`config.mk`:
```
export PLATFORM = sky130hd
export DESIGN_NAME = score_keeper_ascii
export DESIGN_NICKNAME = d
export VERILOG_FILES = /design/src/rtl/score_keeper_ascii.sv
export SDC_FILE = /design/constraint.sdc
export NUM_CORES = 1
export LEC_CHECK = 0
export ABC_AREA = 1
export CORE_MARGIN = 5
export CORE_UTILIZATION = 43
export CTS_BUF_LIST = sky130_fd_sc_hd__clkbuf_2 sky130_fd_sc_hd__clkbuf_4 sky130_fd_sc_hd__clkbuf_8
export DETAILED_ROUTE_END_ITERATION = 10
export GPL_TIMING_DRIVEN = 0
export PLACE_DENSITY = 0.71
export REMOVE_ABC_BUFFERS = 1
export SLEW_MARGIN = 20
export SYNTH_ARGS = -nofsm -noshare
export SYNTH_HDL_FRONTEND = slang
export SYNTH_SLANG_ARGS = --single-unit
```
`constraint.sdc`:
```
create_clock -name clk -period 1.4 [get_ports clk]
set_input_delay 0.21 -clock clk [delete_from_list [all_inputs] [get_ports clk]]
set_output_delay 0.21 -clock clk [all_outputs]
set_load 0.05 [all_outputs]
```
`src/rtl/score_keeper_ascii.sv`:
```
// Match score keeper: two saturating scores, shared double-dabble BCD engine,
// atomic ASCII digit update and winner detection for the score text ROM.
module score_keeper_ascii #(
  parameter int unsigned WIN_SCORE = 10
) (
  input  logic        clk,
  input  logic        rst,
  input  logic        my_point,
  input  logic        op_point,
  input  logic        game_restart,
  output logic [13:0] my_score_ASCII_1,
  output logic [13:0] my_score_ASCII_0,
  output logic [13:0] op_score_ASCII_1,
  output logic [13:0] op_score_ASCII_0,
  output logic [6:0]  number_of_player,
  output logic        game_over,
  output logic        busy
);

  localparam logic [1:0] S_IDLE    = 2'd0;
  localparam logic [1:0] S_CONV_MY = 2'd1;
  localparam logic [1:0] S_CONV_OP = 2'd2;
  localparam logic [1:0] S_UPDATE  = 2'd3;

  localparam logic [6:0] WIN       = 7'(WIN_SCORE);
  localparam logic [6:0] MAX_SCORE = 7'd99;
  localparam logic [6:0] ASCII_0   = 7'h30;

  logic [1:0] r_state;
  logic [6:0] r_my_score, r_op_score;
  logic [6:0] r_my_snap, r_op_snap;
  logic       r_lock, r_dirty;
  logic [6:0] r_bin;
  logic [7:0] r_bcd;
  logic [7:0] r_my_bcd;
  logic [2:0] r_cnt;
  logic [6:0] r_my_a1, r_my_a0, r_op_a1, r_op_a0;
  logic [6:0] r_np;
  logic       r_go;

  logic       w_my_inc, w_op_inc, w_any_inc;
  logic [6:0] w_my_next, w_op_next;
  logic [7:0] w_adj;
  logic [7:0] w_bcd_nx;
  logic [6:0] w_bin_nx;
  logic       w_my_win, w_op_win;

  always_comb begin
    w_my_inc  = my_point && !r_lock && (r_my_score != MAX_SCORE);
    w_op_inc  = op_point && !r_lock && (r_op_score != MAX_SCORE);
    w_any_inc = w_my_inc || w_op_inc;
    w_my_next = w_my_inc ? r_my_score + 7'd1 : r_my_score;
    w_op_next = w_op_inc ? r_op_score + 7'd1 : r_op_score;

    // One double-dabble step: add-3 correction per nibble, then shift {bcd, bin}
    w_adj[7:4] = (r_bcd[7:4] >= 4'd5) ? r_bcd[7:4] + 4'd3 : r_bcd[7:4];
    w_adj[3:0] = (r_bcd[3:0] >= 4'd5) ? r_bcd[3:0] + 4'd3 : r_bcd[3:0];
    w_bcd_nx   = {w_adj[6:0], r_bin[6]};
    w_bin_nx   = {r_bin[5:0], 1'b0};

    w_my_win = (r_my_snap >= WIN);
    w_op_win = (r_op_snap >= WIN);
  end

  always_ff @(posedge clk) begin
    if (rst || game_restart) begin
      r_state    <= S_IDLE;
      r_my_score <= '0;
      r_op_score <= '0;
      r_my_snap  <= '0;
      r_op_snap  <= '0;
      r_lock     <= 1'b0;
      r_dirty    <= 1'b0;
      r_bin      <= '0;
      r_bcd      <= '0;
      r_my_bcd   <= '0;
      r_cnt      <= '0;
      r_my_a1    <= ASCII_0;
      r_my_a0    <= ASCII_0;
      r_op_a1    <= ASCII_0;
      r_op_a0    <= ASCII_0;
      r_np       <= 7'h20;
      r_go       <= 1'b0;
    end else begin
      r_my_score <= w_my_next;
      r_op_score <= w_op_next;
      if ((w_my_next >= WIN) || (w_op_next >= WIN))
        r_lock <= 1'b1;

      case (r_state)
        S_IDLE: begin
          if (r_dirty) begin
            r_my_snap <= r_my_score;
            r_op_snap <= r_op_score;
            r_bin     <= r_my_score;
            r_bcd     <= '0;
            r_cnt     <= '0;
            r_dirty   <= 1'b0;
            r_state   <= S_CONV_MY;
          end
        end
        S_CONV_MY: begin
          r_bcd <= w_bcd_nx;
          r_bin <= w_bin_nx;
          r_cnt <= r_cnt + 3'd1;
          if (r_cnt == 3'd6) begin
            r_my_bcd <= w_bcd_nx;
            r_bin    <= r_op_snap;
            r_bcd    <= '0;
            r_cnt    <= '0;
            r_state  <= S_CONV_OP;
          end
        end
        S_CONV_OP: begin
          r_bcd <= w_bcd_nx;
          r_bin <= w_bin_nx;
          r_cnt <= r_cnt + 3'd1;
          if (r_cnt == 3'd6) begin
            r_cnt   <= '0;
            r_state <= S_UPDATE;
          end
        end
        default: begin
          r_my_a1 <= {3'b011, r_my_bcd[7:4]};
          r_my_a0 <= {3'b011, r_my_bcd[3:0]};
          r_op_a1 <= {3'b011, r_bcd[7:4]};
          r_op_a0 <= {3'b011, r_bcd[3:0]};
          r_go    <= w_my_win || w_op_win;
          if (w_my_win && w_op_win)
            r_np <= 7'h30;
          else if (w_my_win)
            r_np <= 7'h31;
          else if (w_op_win)
            r_np <= 7'h32;
          else
            r_np <= 7'h20;
          r_state <= S_IDLE;
        end
      endcase

      // Points landing in the IDLE snapshot cycle must schedule another pass
      if (w_any_inc)
        r_dirty <= 1'b1;
    end
  end

  assign my_score_ASCII_1 = {7'b0, r_my_a1};
  assign my_score_ASCII_0 = {7'b0, r_my_a0};
  assign op_score_ASCII_1 = {7'b0, r_op_a1};
  assign op_score_ASCII_0 = {7'b0, r_op_a0};
  assign number_of_player = r_np;
  assign game_over        = r_go;
  assign busy             = (r_state != S_IDLE);

endmodule

```
* Word-level counts from Yosys, hierarchy flattened
Cells that the tools add are included. Widths: inputs -> output; s select.
Storage, ports and cells: output and inout port bits 65, input bits 5, logic and storage cells 80, flip-flop bits (word level) 82
Operators by class: add/sub/neg operators 5, equality and inequality tests 8, reduce and logical (&&, ||, !) cells 22, order comparisons 6, muxes and demuxes 22
Operators by type and width (count):
- $ge 7x4->1 const B | 4
- $mux 7 | 4
- $pmux 8 s3 | 1
- $pmux 7 s3 | 1
- $mux 8 | 2
- $mux 5 | 3
- $add 7x1->7 const B | 2
- $ne 7x7->1 const B | 2
- $mux 3 | 3
- $ge 4x3->1 const B | 2
- $reduce_and 2->1 | 4
- $mux 2 | 3
- $ne 2x2->1 const B | 3
- $pmux 2 s3 | 1
- $pmux 3 s2 | 1
- $reduce_bool 2->1 | 3
- $logic_and 1x1->1 | 5
- $add 4x2->4 const B | 1
- $logic_or 1x1->1 | 4
- $mux 4 | 1
- $add 3x1->3 const B | 1
- $add 3x2->3 const B | 1
- $eq 3x3->1 const B | 1
- $reduce_and 3->1 | 1
- 8 further kinds | 9

* Longest topological paths before layout
Gate-level depths: netlist (run 1).
word-level depth 6, depth in mapped cells 13, gate-level depth less buffers 13

* Least setup slack after synthesis (run 1)
Ideal clock, no wire load.
path type reg-to-reg, from register r_my_score[0], to register r_lock, path buffers 0, period minus slack after synthesis 1.485 ns, arrival time 1.358 ns, required time 1.272 ns, path slack -0.085 ns, stages on the path, launching flop included 12, setup time 0.128 ns, cell sequence dfxtp_1 > ha_1 > nand2_1 > nand3b_4 > nand2_4 > inv_4 > nand2_1 > nand2_1 > nor2_1 > nand3_1 > nor2_1 > nor2_1
Between the ends: cells in the longest elaborated chain, start to end 5, elaborated cells between the ends (all ways) 6, those cells by class add/sub: 1; order compare: 1; eq/ne: 1; mux: 1; reduce/logical: 2
Ends and longest elaborated chain:
- from (decl) | RTL line 30 | logic [6:0] r_my_score, r_op_score;
- from (signal assigned) | RTL line 85 | r_my_score <= w_my_next;
- parallel branches: the longest is 2 deep, another holds $add 7x1->7
- $mux 7 * | RTL line 52 | w_my_next = w_my_inc ? r_my_score + 7'd1 : r_my_score;
- $ge 7x4->1 * | RTL line 87 | if ((w_my_next >= WIN) || (w_op_next >= WIN))
- $logic_or 1x1->1 * | RTL line 87
- to (signal assigned) | RTL line 72 | r_lock <= 1'b0;
- to (signal assigned) | RTL line 88 | r_lock <= 1'b1;
- to (decl) | RTL line 32 | logic r_lock, r_dirty;
Mark *: on every way between the ends. A chain may end at the register's enable or synchronous reset.

* Worst setup path after layout (run 1)
Same ends and word-level chain as after synthesis.

==> impl_summary.txt, run 1 <==
----------------------------------------------------
[Place]
  Post-placement worst setup slack ... -1.16 ns
  GPL Wtd Cong ... 0.767
  Placed instance count ... 641
  Total of buffers placed on input and output ports ... 25
  HPWL after DPL ... 5400 um

[Worst hold path]
  Worst min path class ... reg2reg

[Final layout]
  Count of antenna diodes in the layout ... 0
  Final non-filler cell total ... 702
  Area Overhead vs Synth ... 28.5%
  Final net count ... 604
  Share of layout cells above drive strength 1 ... 30.5%
  Commonest cells after routing, fill and taps aside ... 93 x sky130_fd_sc_hd__nand2_1, 67 x sky130_fd_sc_hd__a21oi_1, 63 x sky130_fd_sc_hd__dfxtp_1
  Leading cell type in the layout, fill and taps excluded ... sky130_fd_sc_hd__nand2_1
  Number of fill cells ... 778

[Worst setup path]
  Minimum setup slack among reg-to-reg paths ... -0.1 ns
  Worst r2r src ... r_my_score[0]$_SDFF_PP0_
  Crit-path slowest cell ... sky130_fd_sc_hd__dfxtp_4
  Type of destination of the critical path ... flop
  Critical path required time ... 1.64 ns
  Most used cell along the critical path ... sky130_fd_sc_hd__nor2_1
  Capturing instance or port of the critical path ... r_lock$_SDFFE_PP0P_
  Kind of start point of the critical path ... flop
  Endpoint of the most critical register-to-register path ... r_lock$_SDFFE_PP0P_
  Worst reg2reg path depth ... 11
  Classification of the worst setup path ... reg2reg
  Arrival time worst endpoint ... 1.73 ns
  Crit path launch ... r_my_score[0]$_SDFF_PP0_
  Crit Path Max Fanout ... 6
  CP cell instances ... ha_4 > nand2_1 > nand3b_4 > nand2_8 > inv_6 > nand2_2 > nand2_1 > nor2_1 > nand3_1 > nor2_1 > nor2_1
  Longest individual stage delay on the worst path ... 0.38 ns

[Clock network]
  Buffer depth of the longest clock path ... 2
  CTS sink cnt ... 76
  Insertion delay to the later sink of the worst-skew pair ... 0.36 ns
  Total clock buffers created by CTS ... 9
  Clock tree from TritonCTS ... yes
  Clock-pin slew on the worst setup and hold paths ... 0.09 ns
  Buffer type at the clock tree root ... sky130_fd_sc_hd__clkbuf_8
  CTS H-Tree Depth ... 3
  Hold-fix buffer count after cts ... 0

[Run status]
  Violated checks ... setup timing
  Run status ... finished, violations left

[Synthesis]
  Combined area of all synthesized cells ... 3900 sq um
  Sequential cell area fraction in the yosys report ... 39.0%
  Synth top area share ... 39.0%
  Post-synthesis sequential element count ... 76
  Top cells by area in the synthesized netlist ... sky130_fd_sc_hd__dfxtp_1 39%, sky130_fd_sc_hd__nand2_1 9.8%, sky130_fd_sc_hd__a21oi_1 9.5%
  Cell taking the most area after synthesis ... sky130_fd_sc_hd__dfxtp_1
  Syn Inst Count ... 529
  Number of library cell types mapped by synthesis ... 35
  Ys Warns ... 0
  Synthesized area divided by synthesized cell count ... 7.37 sq um

[STA]
  Setup repair after global routing missed its margin ... yes
  Min cycle time layout ... 1.50 ns
  Actual transition at the worst max-transition pin ... 0.695 ns
  Worst Clk Skew ... 0.0177 ns
  Worst slew margin relative to its limit ... 53.6%
  Final cycle utilization of the critical path ... 107%
  Total negative setup slack ... -0.259 ns
  Achievable clock frequency ... 668 MHz
  Minimum hold slack ... 0.455 ns
  Final number of hold-violating endpoints ... 0
  Count of pins over their slew limit ... 0
  Endpoints failing setup ... 12
  Setup ws final ... -0.0977 ns

[Power and ir drop]
  Highest ir drop seen on vdd ... 0.000585 V
  Leakage power ... 2.00 nW
  Tot Pwr ... 4.83 mW
  Pwr/cell area ... 964 nW/um^2

[Floorplan]
  Total die area ... 11100 sq um
  Die boundary height ... 105 um
  I/O pin count ... 70
  Horizontal die dimension ... 105 um
  Core Rows ... 34
  Initial Util ... 44.5%
  Std-Cell Core Area ... 8760 sq um

[Global routing]
  Number of antenna violations at the first check in global routing ... 0
  Via count of the first global-routing pass ... 3296
  Wire length of the first global-routing pass ... 15400 um
  Maximum number of pins on one net before global-route repair ... 42
  Overflow left after global routing ... 0
  All-layer global routing usage ... 16.7%

[Drt]
  Drt initial violations ... 155
  Wire length per cell after detailed routing ... 13.5 um
  Vias per std cell ... 4.96
  Number of search-and-repair iterations in the first detailed-routing pass ... 4
  DRC violations left ... 0
  Routed Antenna Nets ... 0
  Post-Route WL ... 9470 um
  Routed vias ... 3482

[Run]
  Max-cap violation count ... 0

----------------------------------------------------
[worst min-delay path by stage]
stage,cells after the start,slack [ns],startpoint,to
2_1_floorplan,2,0.43,r_my_bcd[3]$_SDFFE_PP0P_,r_my_bcd[3]$_SDFFE_PP0P_
3_3_place_gp,2,0.45,r_my_bcd[3]$_SDFFE_PP0P_,r_my_bcd[3]$_SDFFE_PP0P_
3_5_place_dp,2,0.44,r_my_bcd[3]$_SDFFE_PP0P_,r_my_bcd[3]$_SDFFE_PP0P_
4_1_cts,2,0.46,r_my_bcd[3]$_SDFFE_PP0P_,r_my_bcd[3]$_SDFFE_PP0P_
5_1_grt,2,0.48,r_my_bcd[3]$_SDFFE_PP0P_,r_my_a0[3]$_SDFFE_PP0N_
6_report,2,0.45,r_my_bcd[3]$_SDFFE_PP0P_,r_my_bcd[3]$_SDFFE_PP0P_
[critical path, delay by kind of cell, from the launching register on]
kind                     cells  cell delay [ns]
flip-flops                   1             0.38
adder cells (fa/ha/maj)      1             0.15
buffers and inverters        1             0.05
AND/OR/NAND/NOR              9             0.80
[Yosys cell counts]
master,instances
sky130_fd_sc_hd__a211o_1,1
sky130_fd_sc_hd__a211oi_1,1
sky130_fd_sc_hd__a21oi_1,74
sky130_fd_sc_hd__a21oi_2,2
sky130_fd_sc_hd__a221oi_1,1
sky130_fd_sc_hd__buf_1,1
sky130_fd_sc_hd__buf_2,5
sky130_fd_sc_hd__buf_4,45
sky130_fd_sc_hd__buf_6,2
sky130_fd_sc_hd__clkbuf_1,10
sky130_fd_sc_hd__conb_1,2
sky130_fd_sc_hd__dfxtp_1,76
sky130_fd_sc_hd__ha_1,10
sky130_fd_sc_hd__inv_1,46
sky130_fd_sc_hd__inv_2,11
sky130_fd_sc_hd__inv_4,2
sky130_fd_sc_hd__nand2_1,102
sky130_fd_sc_hd__nand2_2,4
sky130_fd_sc_hd__nand2_4,2
sky130_fd_sc_hd__nand3_1,15
sky130_fd_sc_hd__nand3_2,2
sky130_fd_sc_hd__nand3b_4,1
sky130_fd_sc_hd__nand4_1,2
sky130_fd_sc_hd__nor2_1,34
sky130_fd_sc_hd__nor2_2,5
sky130_fd_sc_hd__nor2_4,1
sky130_fd_sc_hd__nor2_8,1
sky130_fd_sc_hd__nor3_1,1
sky130_fd_sc_hd__nor3_4,1
sky130_fd_sc_hd__o211ai_1,6
sky130_fd_sc_hd__o21ai_0,43
sky130_fd_sc_hd__o21ai_1,7
sky130_fd_sc_hd__o21bai_1,4
sky130_fd_sc_hd__o221ai_2,1
sky130_fd_sc_hd__xor2_1,8
[layout make-up]
type                    instances  area (sq um)  share of cell area (%)
well taps                     108           135                    2.70
inverters                      59           273                    5.44
multi-input cells             376          2220                    44.4
flip-flops and latches         76          1550                    31.0
clock inverters                 7          80.1                    1.60
clock buffers                   9           124                    2.47
repair buffers                 67           624                    12.5
[sequential cells by signal (all words and copies together) (netlist names)]
register / cells
r_my_a0: 4
game_over: 1
r_dirty: 1
r_op_snap: 7
number_of_player: 2
r_bin: 7
r_op_score: 7
r_op_a0: 4
r_bcd: 8
r_state: 2
r_my_a1: 4
r_cnt: 3
r_op_a1: 4
r_my_snap: 6
r_my_bcd: 8
r_my_score: 7
r_lock: 1
[metrics by stage]
step                area, sq um  utilization [%]
floorplan                  3630                -
global placement           4020             45.8
detailed placement         4020             45.9
CTS                        4780             54.6
global route               5010             57.2
finish                     5010             57.2
[kinds of logic after synthesis]
logic type | share of synthesized area (%)
adders and majority gates | 3.21
and+or+nand+nor | 19.7
AOI/OAI and AO/OA | 19.3
xor gates and xnor gates | 1.80
other | 0.193
DFF | 39.0
buffers and inverters | 16.7
[power by group]
part           switching (mW)  total [mW]  internal (mW)  leakage [nW]
logic                   0.631       0.887          0.256          1.29
clock network           0.881        1.73          0.848        0.0973
registers              0.0308        2.22           2.19         0.622
[timing repair]
item | in CTS | in global routing
setup buffers | 31 | 11
cloned | 3 | 0
gates resized for setup | 143 | 53
endpoints found under the setup margin | 87 | 48
pin swaps | 17 | 19
[per-layer routing]
| metal | GRT usage [%] | wire length [um] |
|---|---|---|
| met1 | 19.7 | 3820 |
| met2 | 29.5 | 4860 |
| met3 | 3.61 | 583 |
| met4 | 6.21 | 201 |
| met5 | 0 | 0 |
(Power assumes the default switching activity.)
==> run 2, diff against run 1 <==
- SKIP_CTS_REPAIR_TIMING: default -> 1
==> run 2 against run 1 <==
Against the previous run:
- the flow still finishes with violations (setup timing)
- sequential power about the same
- clock skew increased by 0.0030 ns
- global-route usage decreased by 2.9 points
- cell area increased by 2.3%
- hold slack improved by 0.0039 ns
- flip-flop and latch count unchanged
- first-iteration DRC count increased by 9.7%
- routed wire length increased by 1.2%
- register-to-register slack got worse by 0.07 ns
- die area unchanged
- setup slack got worse by 0.067 ns
- via count decreased by 0.34%
- largest cell class unchanged
==> impl_summary.txt, run 2 (synthesized netlist as in run 1, its figures left out) <==
----------------------------------------------------
[Worst setup path]
  Classification of the worst setup path ... reg2reg
  Kind of start point of the critical path ... flop
  Arrival time worst endpoint ... 1.80 ns
  Type of destination of the critical path ... flop
  Crit-path slowest cell ... sky130_fd_sc_hd__dfxtp_4
  Crit Path Max Fanout ... 6
  Minimum setup slack among reg-to-reg paths ... -0.16 ns
  Endpoint of the most critical register-to-register path ... r_lock$_SDFFE_PP0P_
  Critical path required time ... 1.63 ns
  Longest individual stage delay on the worst path ... 0.40 ns
  CP cell instances ... ha_4 > nand2_2 > nand3b_4 > nand2_8 > inv_8 > nand2_4 > nand2_2 > nor2_2 > nand3_1 > nor2_1 > nor2_1
  Worst reg2reg path depth ... 11
  Worst r2r src ... r_my_score[0]$_SDFF_PP0_

[STA]
  Min cycle time layout ... 1.56 ns
  Minimum hold slack ... 0.459 ns
  Setup ws final ... -0.165 ns
  Worst Clk Skew ... 0.0207 ns
  Achievable clock frequency ... 639 MHz
  Worst slew margin relative to its limit ... 65.2%
  Endpoints failing setup ... 17
  Total negative setup slack ... -0.783 ns
  Final cycle utilization of the critical path ... 112%
  Final number of hold-violating endpoints ... 0
  Actual transition at the worst max-transition pin ... 0.522 ns
  Count of pins over their slew limit ... 0
  Setup repair after global routing missed its margin ... yes

[Final layout]
  End-of-flow core utilization ... 58.5%
  Share of layout cells above drive strength 1 ... 30.3%
  Area Overhead vs Synth ... 31.4%
  Count of antenna diodes in the layout ... 0
  Design area ... 5130 sq um
  Final non-filler cell total ... 702
  Biggest registers after layout ... r_bcd x8, r_my_bcd x8
  Number of fill cells ... 759
  Leading cell type in the layout, fill and taps excluded ... sky130_fd_sc_hd__nand2_1
  Final net count ... 604
  Commonest cells after routing, fill and taps aside ... 84 x sky130_fd_sc_hd__nand2_1, 63 x sky130_fd_sc_hd__dfxtp_1, 59 x sky130_fd_sc_hd__a21oi_1

[Clock network]
  Insertion delay to the later sink of the worst-skew pair ... 0.37 ns
  Clock-pin slew on the worst setup and hold paths ... 0.10 ns
  Buffer depth of the longest clock path ... 2
  Clock tree from TritonCTS ... yes
  Total clock buffers created by CTS ... 9
  CTS H-Tree Depth ... 3
  CTS sink cnt ... 76
  Buffer type at the clock tree root ... sky130_fd_sc_hd__clkbuf_8

[Power and ir drop]
  Net Sw Frac ... 32.1%
  Internal power consumption ... 3.26 mW
  Sequential share of power ... 46.2%
  Part of the total power dissipated in combinational logic ... 17.5%
  Highest ir drop seen on vdd ... 0.000585 V
  Pwr/cell area ... 937 nW/um^2
  Clock share of power ... 36.3%
  Leakage power ... 2.42 nW
  Net Sw Power ... 1.54 mW

[Place]
  Placed instance count ... 641
  GPL Wtd Cong ... 0.767
  Total placed instance area ... 4020 sq um
  HPWL after DPL ... 5400 um
  Total of buffers placed on input and output ports ... 25

[Global routing]
  Maximum number of pins on one net before global-route repair ... 42
  Via count of the first global-routing pass ... 2908
  Overflow left after global routing ... 0
  Number of antenna violations at the first check in global routing ... 0
  Wire length of the first global-routing pass ... 12900 um
  All-layer global routing usage ... 13.8%

[Worst hold path]
  Hold wc startpoint ... r_bin[6]$_SDFFE_PP0P_
  Worst min path class ... reg2reg
  Worst min-delay path endpoint ... r_bcd[0]$_SDFFE_PP0P_
  Cell count of the worst hold path ... 2

[Floorplan]
  Std-Cell Core Area ... 8760 sq um
  Initial Util ... 44.5%
  Horizontal die dimension ... 105 um
  Die boundary height ... 105 um
  Total die area ... 11100 sq um
  Core Rows ... 34
  I/O pin count ... 70

[Drt]
  Post-Route WL ... 9590 um
  Routed Antenna Nets ... 0
  Routed vias ... 3470
  Vias per std cell ... 4.94
  DRC violations left ... 0
  Number of search-and-repair iterations in the first detailed-routing pass ... 4
  Wire length per cell after detailed routing ... 13.7 um
  Drt initial violations ... 170

[Run status]
  Violated checks ... setup timing
  Run status ... finished, violations left

[Run]
  Max-cap violation count ... 0

----------------------------------------------------
## run 2: final cells by class
type | count | area [sq um] | area share [%]
Clock buffer | 9 | 124 | 2.42
Clock inverter | 7 | 80.1 | 1.56
Inverter | 59 | 280 | 5.47
Multi-Input combinational cell | 376 | 2280 | 44.6
Sequential cell | 76 | 1560 | 30.4
Tap cell | 108 | 135 | 2.64
Timing Repair Buffer | 66 | 659 | 12.9
Timing Repair inverter | 1 | 5.00 | 0.0976
## run 2: routing by layer
metal	up-vias	track usage, %	share of wire, %
met5	-	0	0
met4	0	5.57	1.5
met3	16	3.24	5.0
met2	88	23.9	51
met1	1611	16.5	42
li1	1755	-	-
## run 2: worst max-delay path, delay by kind of cell (launching register included)
family / cells / cell delay (ns)
fa+ha+maj: 1 / 0.16
buf+inv: 1 / 0.05
flops: 1 / 0.40
simple gates: 9 / 0.85
## run 2: power groups by stage
stage / clock [mW] / sequential, mW / combinational (mW)
after floorplan: 0 / 2.26 / 0.519
after detailed placement: 0 / 2.27 / 0.616
after CTS: 1.77 / 2.22 / 0.619
final: 1.74 / 2.22 / 0.842
after global routing: 1.85 / 2.22 / 0.900
after global placement: 0 / 2.27 / 0.611
## run 2: worst max-delay path by stage
| stage | from | cells after the start | slack [ns] | to |
|---|---|---|---|---|
| 2_1_floorplan | r_state[0]$_SDFFE_PP0P_ | 6 | -0.52 | r_state[0]$_SDFFE_PP0P_ |
| 3_3_place_gp | game_restart | 4 | -1.69 | r_bin[0]$_SDFFE_PP0P_ |
| 3_5_place_dp | r_state[0]$_SDFFE_PP0P_ | 6 | -1.16 | r_state[0]$_SDFFE_PP0P_ |
| 4_1_cts | r_state[0]$_SDFFE_PP0P_ | 6 | -1.17 | r_state[0]$_SDFFE_PP0P_ |
| 5_1_grt | r_my_score[0]$_SDFF_PP0_ | 11 | -0.24 | r_lock$_SDFFE_PP0P_ |
| 6_report | r_my_score[0]$_SDFF_PP0_ | 11 | -0.16 | r_lock$_SDFFE_PP0P_ |
## run 2: per-stage QoR
stage / power (mW) / setup WS (ns)
after floorplan: 2.78 / -0.516
after global placement: 2.88 / -1.69
after detailed placement: 2.88 / -1.16
after CTS: 4.61 / -1.17
after global routing: 4.97 / -0.245
final: 4.80 / -0.165
==> run 3, diff against run 2 <==
- CAP_MARGIN: default -> 20
==> results of run 3 <==
No change in the layout: final DEF, timing and power equal those of run 2.
